$ cat config.mk
export PLATFORM = sky130hd
export DESIGN_NAME = cfr_axil_ipif_bridge
export DESIGN_NICKNAME = d
export VERILOG_FILES = /design/src/rtl/cfr_axil_ipif_bridge.sv
export SDC_FILE = /design/constraint.sdc
export NUM_CORES = 1
export LEC_CHECK = 0
export CAP_MARGIN = 20
export CORE_MARGIN = 2
export CORE_UTILIZATION = 39
export DETAILED_ROUTE_END_ITERATION = 10
export PLACE_DENSITY_LB_ADDON = 0.05
export SLEW_MARGIN = 20
export SYNTH_ARGS = -nofsm -noshare
export SYNTH_HDL_FRONTEND = slang
export SYNTH_SLANG_ARGS = --single-unit
$ cat constraint.sdc
create_clock -name clk -period 1.4 [get_ports clk]
set_input_delay 0.21 -clock clk [delete_from_list [all_inputs] [get_ports clk]]
set_output_delay 0.21 -clock clk [all_outputs]
set_load 0.1 [all_outputs]
$ cat src/rtl/cfr_axil_ipif_bridge.sv
// rtl/cfr_axil_ipif_bridge.sv - AXI4-Lite slave to IPIF master bridge, independent write/read engines
// Optional ack timeout enabled by defining CFR_AXIL_IPIF_BRIDGE_TIMEOUT_EN.
module cfr_axil_ipif_bridge #(
   parameter int IPIF_ADDR_WIDTH = 15,
   parameter int IPIF_DATA_WIDTH = 32,
   parameter int TIMEOUT_CYCLES  = 256
) (
   input  logic                         clk,
   input  logic                         rst_n,
   input  logic [IPIF_ADDR_WIDTH+1:0]   s_axil_awaddr,
   input  logic                         s_axil_awvalid,
   output logic                         s_axil_awready,
   input  logic [IPIF_DATA_WIDTH-1:0]   s_axil_wdata,
   input  logic [IPIF_DATA_WIDTH/8-1:0] s_axil_wstrb,
   input  logic                         s_axil_wvalid,
   output logic                         s_axil_wready,
   output logic [1:0]                   s_axil_bresp,
   output logic                         s_axil_bvalid,
   input  logic                         s_axil_bready,
   input  logic [IPIF_ADDR_WIDTH+1:0]   s_axil_araddr,
   input  logic                         s_axil_arvalid,
   output logic                         s_axil_arready,
   output logic [IPIF_DATA_WIDTH-1:0]   s_axil_rdata,
   output logic [1:0]                   s_axil_rresp,
   output logic                         s_axil_rvalid,
   input  logic                         s_axil_rready,
   output logic [IPIF_ADDR_WIDTH-1:0]   wr_addr,
   output logic                         wr_req,
   output logic [IPIF_DATA_WIDTH-1:0]   wr_data,
   input  logic                         wr_ack,
   output logic [IPIF_ADDR_WIDTH-1:0]   rd_addr,
   output logic                         rd_req,
   input  logic [IPIF_DATA_WIDTH-1:0]   rd_data,
   input  logic                         rd_ack
);

   typedef enum logic [1:0] {W_IDLE, W_WAIT, W_RESP} w_state_t;
   typedef enum logic [1:0] {R_IDLE, R_WAIT, R_RESP} r_state_t;

   w_state_t w_state, w_state_nxt;
   r_state_t r_state, r_state_nxt;

   logic                       aw_done, aw_done_nxt, w_done, w_done_nxt;
   logic                       awready_nxt, wready_nxt, bvalid_nxt, wr_req_nxt;
   logic [1:0]                 bresp_nxt, rresp_nxt;
   logic [IPIF_ADDR_WIDTH-1:0] wr_addr_nxt, rd_addr_nxt;
   logic [IPIF_DATA_WIDTH-1:0] wr_data_nxt, rdata_nxt;
   logic                       arready_nxt, rvalid_nxt, rd_req_nxt;
   logic                       aw_hs, w_hs, ar_hs;

   // Byte lanes and sub-word address bits carry no meaning on the word-wide IPIF.
   logic unused_bits;
   assign unused_bits = ^{s_axil_wstrb, s_axil_awaddr[1:0], s_axil_araddr[1:0]};

`ifdef CFR_AXIL_IPIF_BRIDGE_TIMEOUT_EN
   logic [15:0] w_cnt, w_cnt_nxt, r_cnt, r_cnt_nxt;
`endif

   assign aw_hs = s_axil_awvalid & s_axil_awready;
   assign w_hs  = s_axil_wvalid  & s_axil_wready;
   assign ar_hs = s_axil_arvalid & s_axil_arready;

   always_comb begin
      w_state_nxt = w_state;
      aw_done_nxt = aw_done;
      w_done_nxt  = w_done;
      awready_nxt = s_axil_awready;
      wready_nxt  = s_axil_wready;
      wr_addr_nxt = wr_addr;
      wr_data_nxt = wr_data;
      wr_req_nxt  = 1'b0;
      bvalid_nxt  = s_axil_bvalid;
      bresp_nxt   = s_axil_bresp;
`ifdef CFR_AXIL_IPIF_BRIDGE_TIMEOUT_EN
      w_cnt_nxt   = w_cnt;
`endif
      case (w_state)
         W_IDLE: begin
            if (aw_hs) begin
               wr_addr_nxt = s_axil_awaddr[IPIF_ADDR_WIDTH+1:2];
               aw_done_nxt = 1'b1;
            end
            if (w_hs) begin
               wr_data_nxt = s_axil_wdata;
               w_done_nxt  = 1'b1;
            end
            awready_nxt = !aw_done_nxt;
            wready_nxt  = !w_done_nxt;
            if (aw_done_nxt && w_done_nxt) begin
               w_state_nxt = W_WAIT;
               wr_req_nxt  = 1'b1;
               aw_done_nxt = 1'b0;
               w_done_nxt  = 1'b0;
`ifdef CFR_AXIL_IPIF_BRIDGE_TIMEOUT_EN
               w_cnt_nxt   = 16'd0;
`endif
            end
         end
         W_WAIT: begin
            if (wr_ack) begin
               w_state_nxt = W_RESP;
               bvalid_nxt  = 1'b1;
               bresp_nxt   = 2'b00;
            end
`ifdef CFR_AXIL_IPIF_BRIDGE_TIMEOUT_EN
            else if (w_cnt == 16'(TIMEOUT_CYCLES - 1)) begin
               w_state_nxt = W_RESP;
               bvalid_nxt  = 1'b1;
               bresp_nxt   = 2'b10;
            end else begin
               w_cnt_nxt = w_cnt + 16'd1;
            end
`endif
         end
         W_RESP: begin
            if (s_axil_bvalid && s_axil_bready) begin
               w_state_nxt = W_IDLE;
               bvalid_nxt  = 1'b0;
               bresp_nxt   = 2'b00;
               awready_nxt = 1'b1;
               wready_nxt  = 1'b1;
            end
         end
         default: w_state_nxt = W_IDLE;
      endcase
   end

   always_comb begin
      r_state_nxt = r_state;
      arready_nxt = s_axil_arready;
      rd_addr_nxt = rd_addr;
      rd_req_nxt  = 1'b0;
      rvalid_nxt  = s_axil_rvalid;
      rdata_nxt   = s_axil_rdata;
      rresp_nxt   = s_axil_rresp;
`ifdef CFR_AXIL_IPIF_BRIDGE_TIMEOUT_EN
      r_cnt_nxt   = r_cnt;
`endif
      case (r_state)
         R_IDLE: begin
            arready_nxt = 1'b1;
            if (ar_hs) begin
               rd_addr_nxt = s_axil_araddr[IPIF_ADDR_WIDTH+1:2];
               arready_nxt = 1'b0;
               rd_req_nxt  = 1'b1;
               r_state_nxt = R_WAIT;
`ifdef CFR_AXIL_IPIF_BRIDGE_TIMEOUT_EN
               r_cnt_nxt   = 16'd0;
`endif
            end
         end
         R_WAIT: begin
            if (rd_ack) begin
               r_state_nxt = R_RESP;
               rvalid_nxt  = 1'b1;
               rdata_nxt   = rd_data;
               rresp_nxt   = 2'b00;
            end
`ifdef CFR_AXIL_IPIF_BRIDGE_TIMEOUT_EN
            else if (r_cnt == 16'(TIMEOUT_CYCLES - 1)) begin
               r_state_nxt = R_RESP;
               rvalid_nxt  = 1'b1;
               rdata_nxt   = '0;
               rresp_nxt   = 2'b10;
            end else begin
               r_cnt_nxt = r_cnt + 16'd1;
            end
`endif
         end
         R_RESP: begin
            if (s_axil_rvalid && s_axil_rready) begin
               r_state_nxt = R_IDLE;
               rvalid_nxt  = 1'b0;
               arready_nxt = 1'b1;
            end
         end
         default: r_state_nxt = R_IDLE;
      endcase
   end

   always_ff @(posedge clk) begin
      if (!rst_n) begin
         w_state        <= W_IDLE;
         r_state        <= R_IDLE;
         aw_done        <= 1'b0;
         w_done         <= 1'b0;
         s_axil_awready <= 1'b0;
         s_axil_wready  <= 1'b0;
         s_axil_bvalid  <= 1'b0;
         s_axil_bresp   <= 2'b00;
         s_axil_arready <= 1'b0;
         s_axil_rvalid  <= 1'b0;
         s_axil_rresp   <= 2'b00;
         s_axil_rdata   <= '0;
         wr_addr        <= '0;
         wr_data        <= '0;
         wr_req         <= 1'b0;
         rd_addr        <= '0;
         rd_req         <= 1'b0;
`ifdef CFR_AXIL_IPIF_BRIDGE_TIMEOUT_EN
         w_cnt          <= 16'd0;
         r_cnt          <= 16'd0;
`endif
      end else begin
         w_state        <= w_state_nxt;
         r_state        <= r_state_nxt;
         aw_done        <= aw_done_nxt;
         w_done         <= w_done_nxt;
         s_axil_awready <= awready_nxt;
         s_axil_wready  <= wready_nxt;
         s_axil_bvalid  <= bvalid_nxt;
         s_axil_bresp   <= bresp_nxt;
         s_axil_arready <= arready_nxt;
         s_axil_rvalid  <= rvalid_nxt;
         s_axil_rresp   <= rresp_nxt;
         s_axil_rdata   <= rdata_nxt;
         wr_addr        <= wr_addr_nxt;
         wr_data        <= wr_data_nxt;
         wr_req         <= wr_req_nxt;
         rd_addr        <= rd_addr_nxt;
         rd_req         <= rd_req_nxt;
`ifdef CFR_AXIL_IPIF_BRIDGE_TIMEOUT_EN
         w_cnt          <= w_cnt_nxt;
         r_cnt          <= r_cnt_nxt;
`endif
      end
   end

endmodule
# After elaboration in Yosys (flattened, before gate mapping)
# Index checks and enable logic that the tools add are counted.
# Widths: inputs -> output; s select.
dict set report word_totals {
  regBits 109
  output_inout_bits 105
  elab_cells 82
}
dict set report op_classes {
  reduce_logical 23
  bitwise 3
  n_mux 30
  eq_ne 10
}
# cell count
set op_table {}
lappend op_table {{$reduce_and 2->1} 8}
lappend op_table {{$mux 1} 15}
lappend op_table {{$mux 2} 7}
lappend op_table {{$ne 2x2->1 const B} 6}
lappend op_table {{$pmux 2 s3} 2}
lappend op_table {{$reduce_and 3->1} 4}
lappend op_table {{$pmux 1 s2} 5}
lappend op_table {{$reduce_bool 2->1} 4}
lappend op_table {{$eq 2x1->1 const B} 2}
lappend op_table {{$eq 2x2->1 const B} 2}
lappend op_table {{$logic_not 2->1} 2}
lappend op_table {{$pmux 2 s2} 1}
lappend op_table {{$and 1x1->1} 3}
lappend op_table {{$logic_and 1x1->1} 3}
lappend op_table {{$logic_not 1->1} 2}

# Logic depth before layout (Yosys ltp)
dict set report logic_depth {
  ltp_word 6
  depth_mapped 6
  depth_no_buf 3
}

# Least setup slack after synthesis
# OpenSTA, ideal clock, no wires.
dict set report synth_timing {
  path_kind {register to register}
  startpoint {register s_axil_awready}
  endpoint {register wr_addr[10]}
  setup_ps 70
  arrival_ps 1733
  t_required_ps 1330
  stages_incl_launch_ff 6
  synth_period_minus_slack_ps 1803
  setup_slack_ps -403
  path_cell_list {dfxtp_1 > nor4bb_4 > buf_4 > buf_6 > nand2_1 > a21boi_1}
}
dict set report synth_via {
  elab_chain_len 2
}
# element line_no
set synth_lines {}
lappend synth_lines {{from (decl)} 12} ;# output logic s_axil_awready,
lappend synth_lines {{from (signal assigned)} 209} ;# s_axil_awready <= awready_nxt;
lappend synth_lines {{$and 1x1->1} 59} ;# assign aw_hs = s_axil_awvalid & s_axil_awready;
lappend synth_lines {{$reduce_and 2->1 (no source line)} -}
lappend synth_lines {{to (signal assigned)} 217} ;# wr_addr <= wr_addr_nxt;
lappend synth_lines {{to (decl)} 27} ;# output logic [IPIF_ADDR_WIDTH-1:0] wr_addr,
# No other way between the ends.
# A chain may end at the register's enable or synchronous reset.

# Worst setup path after layout
dict set report layout_timing {
  startpoint {register w_state[0]}
  endpoint {register wr_data[23]}
}
dict set report layout_via {
  elab_chain_len 2
}
# element line_no
set layout_lines {}
lappend layout_lines {{from (decl)} 40} ;# w_state_t w_state, w_state_nxt;
lappend layout_lines {{from (signal assigned)} 205} ;# w_state <= w_state_nxt;
lappend layout_lines {{$logic_not 2->1} 77} ;# case (w_state)
lappend layout_lines {{$reduce_and 2->1 (no source line)} -}
lappend layout_lines {{to (signal assigned)} 218} ;# wr_data <= wr_data_nxt;
lappend layout_lines {{to (decl)} 29} ;# output logic [IPIF_DATA_WIDTH-1:0] wr_data,
# No other way between the ends.

==> flow_metrics.env <==
export IMPL_wl_mm=11.0
export IMPL_timing_final_setup_violations=0
export IMPL_hpwl_mm=8.38
export IMPL_gr_total_overflow=0
export IMPL_buffer_ports_inserted=203
export IMPL_ff2ff_path_depth=4
export IMPL_arrival_ns=1.52
export IMPL_route_vias_total=3807
export IMPL_grt_antenna_before_repair=0
export IMPL_maxCapViolCount=0
export IMPL_cp_slowest_cell="sky130_fd_sc_hd__dfxtp_1"
export IMPL_synth_edff_count=0
export IMPL_clock_sinks=107
export IMPL_rows=37
export IMPL_hold_path_startpoint="rst_n"
export IMPL_horizontal_die_dimension_um=107
export IMPL_critical_r2r_launch="w_state[0]"
export IMPL_drtPass1Iterations=6
export IMPL_globalplace_congestion=0.750
export IMPL_synthesis_yosys_warnings=0
export IMPL_worst_path_largest_cell_delay_ns=0.38
export IMPL_synthDominantAreaCellType="sky130_fd_sc_hd__dfxtp_1"
export IMPL_timing_hold_worst_class="in2reg"
export IMPL_max_clock_skew_ns=0.00754
export IMPL_cp_required_ns=1.68
export IMPL_worstSetupStartpointType="flop"
export IMPL_finalCritPeriodShare=0.886
export IMPL_synth_seq_cells=107
export IMPL_path_clk_slew_ns=0.09
export IMPL_start_util=0.401
export IMPL_post_route_cell_area_um2=7450
export IMPL_leakage_uw=0.00279
export IMPL_die_height_um=107
export IMPL_yosys_cell_count_top_type="sky130_fd_sc_hd__nand2_1"
export IMPL_p_sw_uw=2710
export IMPL_critPathMaxFanout=32
export IMPL_clock_insertion_delay_worst_skew_ns=0.36
export IMPL_grt_pass1_vias=3650
export IMPL_syn_inst=475
export IMPL_post_synth_instance_area_um2=4120
export IMPL_placeableCoreArea_um2=10300
export IMPL_cp_cell_sequence="and4bb_1 > buf_12 > nand2_1 > a21boi_0"
export IMPL_drv_slew=0
export IMPL_syn2layout_area_growth_pct=80.9
export IMPL_clock_tree_buffer_depth=2
export IMPL_post_synthesis_area_per_instance_um2=8.68
export IMPL_drc=0
export IMPL_n_antenna_cell=0
export IMPL_clkPwrFrac=0.202
export IMPL_p_comb_frac=0.351
export IMPL_final_critical_delay_including_setup_and_external_delays_ns=1.24
export IMPL_grt_setup_unrepaired="no"
export IMPL_total_power_uw=7610
export IMPL_seq_area_frac_synth=0.520
export IMPL_timing_reg2reg_setup_slack_ns=0.16
export IMPL_top_level_ports=216
export IMPL_maximum_number_of_pins_on_one_net_before_global_route_repair=48
export IMPL_nNetsFinal=780
export IMPL_grt_pass1_wl_mm=17.5
export IMPL_irDropWorstVdd_mv=0.554
export IMPL_final_cells=806
export IMPL_die_area_um2=11400
export IMPL_grt_use_total=0.191
export IMPL_hold_buffers=0
export IMPL_routedWlPerCell_um=13.6
export IMPL_power_density_cell_area_nw_per_um2=1020
export IMPL_r2r_end="wr_data[23]"
export IMPL_cts_inserted_buffers=9
export IMPL_avgViaCountPerCell=4.72
export IMPL_synth_top_cell_area_share=0.520
export IMPL_ys_flop_type="sky130_fd_sc_hd__dfxtp_1"
export IMPL_antenna_violating_nets_post_route=0
export IMPL_power_internal_uw=4900
export IMPL_synthTopCellsByCount="191 x sky130_fd_sc_hd__nand2_1, 107 x sky130_fd_sc_hd__dfxtp_1, 51 x sky130_fd_sc_hd__a21boi_1, 44 x sky130_fd_sc_hd__a21boi_0, 15 x sky130_fd_sc_hd__buf_2"
export IMPL_tritoncts_clock_tree="done"
export IMPL_postSynth_asyncResetShare=0
export IMPL_detailedRoute_firstIterationViolations=103
export IMPL_placed_cells=794
export IMPL_ys_types=31
export IMPL_result_of_the_run="complete, no violations"
export IMPL_hold_viol=0
export IMPL_power_share_sequential=0.447
export IMPL_worstSetupPathType="reg2reg"
export IMPL_crit_path_end_kind="flop"
export IMPL_cts_htree_levels=3
export IMPL_p_sw_frac=0.356
export IMPL_place_area_um2=7320
export IMPL_fmaxAchievable_mhz=806
export IMPL_cts_root_buffer="sky130_fd_sc_hd__clkbuf_8"
export IMPL_hold_path_endpoint="aw_done"
export IMPL_worst_hold_path_num_cells=2
export IMPL_post_route_cells_drive_above_1_share=0.207
export IMPL_netlist_top_cells_area="sky130_fd_sc_hd__dfxtp_1 52%, sky130_fd_sc_hd__nand2_1 17%, sky130_fd_sc_hd__a21boi_1 9.3%"
## final cells by class
type / instances / area (um^2)
Clock buffer: 11 / 131
Timing Repair Buffer: 220 / 3230
Clock inverter: 1 / 5.00
Multi-Input combinational cell: 331 / 1760
Tap cell: 136 / 170
Sequential cell: 107 / 2160
Fill cell: 762 / 2820
## stage by stage
stage	utilization	hold WS, ns	TNS, ns	setup WS, ns
floorplan	-	0.345	0	0.00150
global placement	0.712	0.457	-1.98	-0.0816
detailed placement	0.712	0.484	-3.85	-0.141
CTS	0.725	0.201	0	0.0826
global route	0.725	0.228	0	0.0262
finish	0.725	0.219	0	0.159
## cell families after synthesis
family / after synthesis / share of synthesized area
other cells: 1 / 0.000910
simple gates: 213 / 0.218
compound gates: 114 / 0.206
flops: 107 / 0.520
buf+inv: 40 / 0.0549
## cell usage in the layout, fill, tap and decap left out
cell	instances
sky130_fd_sc_hd__o21ai_0	3
sky130_fd_sc_hd__dfxtp_1	100
sky130_fd_sc_hd__o2bb2ai_1	2
sky130_fd_sc_hd__a21bo_2	1
sky130_fd_sc_hd__a21boi_0	44
sky130_fd_sc_hd__and2_1	4
sky130_fd_sc_hd__buf_12	106
sky130_fd_sc_hd__conb_1	4
sky130_fd_sc_hd__dfxtp_4	2
sky130_fd_sc_hd__o21a_1	1
sky130_fd_sc_hd__nand4bb_1	3
sky130_fd_sc_hd__o211a_1	3
sky130_fd_sc_hd__nand2_1	191
sky130_fd_sc_hd__and3b_1	1
sky130_fd_sc_hd__buf_4	12
sky130_fd_sc_hd__clkinv_2	1
sky130_fd_sc_hd__nor2_1	3
sky130_fd_sc_hd__a21o_1	1
sky130_fd_sc_hd__nand2b_1	2
sky130_fd_sc_hd__clkdlybuf4s50_1	101
sky130_fd_sc_hd__and4bb_1	2
sky130_fd_sc_hd__buf_2	1
sky130_fd_sc_hd__a21boi_1	51
sky130_fd_sc_hd__nand3b_1	2
sky130_fd_sc_hd__clkbuf_8	9
sky130_fd_sc_hd__a21oi_1	5
sky130_fd_sc_hd__o21ba_2	1
sky130_fd_sc_hd__nand3_1	1
sky130_fd_sc_hd__nor2b_1	1
sky130_fd_sc_hd__nor3b_1	2
sky130_fd_sc_hd__dfxtp_2	5
sky130_fd_sc_hd__o31ai_1	1
sky130_fd_sc_hd__o22ai_1	1
sky130_fd_sc_hd__nor4bb_4	1
sky130_fd_sc_hd__clkbuf_1	2
## state kept, by name (all words and copies together) (netlist names)
name,count
s_axil_rdata,32
wr_data,32
rd_addr,15
wr_addr,15
r_state,2
w_state,2
aw_done,1
rd_req,1
s_axil_arready,1
s_axil_awready,1
s_axil_bvalid,1
s_axil_rvalid,1
s_axil_wready,1
w_done,1
wr_req,1
## power groups by stage
stage / Combinational [uW] / Sequential (uW) / Clock (uW)
5_1_grt: 2780 / 3430 / 1700
4_1_cts: 2690 / 3410 / 1600
2_1_floorplan: 510 / 4500 / 0
3_5_place_dp: 2680 / 3480 / 0
3_3_place_gp: 2650 / 3470 / 0
6_report: 2670 / 3400 / 1540
## repair_timing
item | CTS | global route
buffers inserted | 0 | 0
resized for setup | 0 | 2
setup endpoints to repair | 0 | 14
## worst max-delay path, delay by kind of cell, from the launching register on
kind	cells	cell delay (ns)
flops	1	0.38
compound gates	1	0.14
simple gates	2	0.44
buf+inv	1	0.20
## how the worst max path moves through the flow
| stage | from | end | slack (ns) | cells after the start |
|---|---|---|---|---|
| 2_1_floorplan | s_axil_arready | rd_addr[10] | 0.002 | 5 |
| 3_3_place_gp | s_axil_awvalid | wr_addr[3] | -0.08 | 5 |
| 3_5_place_dp | s_axil_awvalid | wr_addr[3] | -0.14 | 5 |
| 4_1_cts | w_state[1] | wr_data[23] | 0.08 | 4 |
| 5_1_grt | r_state[1] | s_axil_rdata[22] | 0.03 | 4 |
| 6_report | w_state[0] | wr_data[23] | 0.16 | 4 |
## layer usage
layer | share of wire | GRT usage | routed length [um]
met1 | 0.40 | 0.224 | 4410
met2 | 0.50 | 0.327 | 5500
met3 | 0.077 | 0.0529 | 840
met4 | 0.020 | 0.0835 | 221
met5 | 0 | 0 | 0
Note: power is estimated with default switching activity, not from simulation.
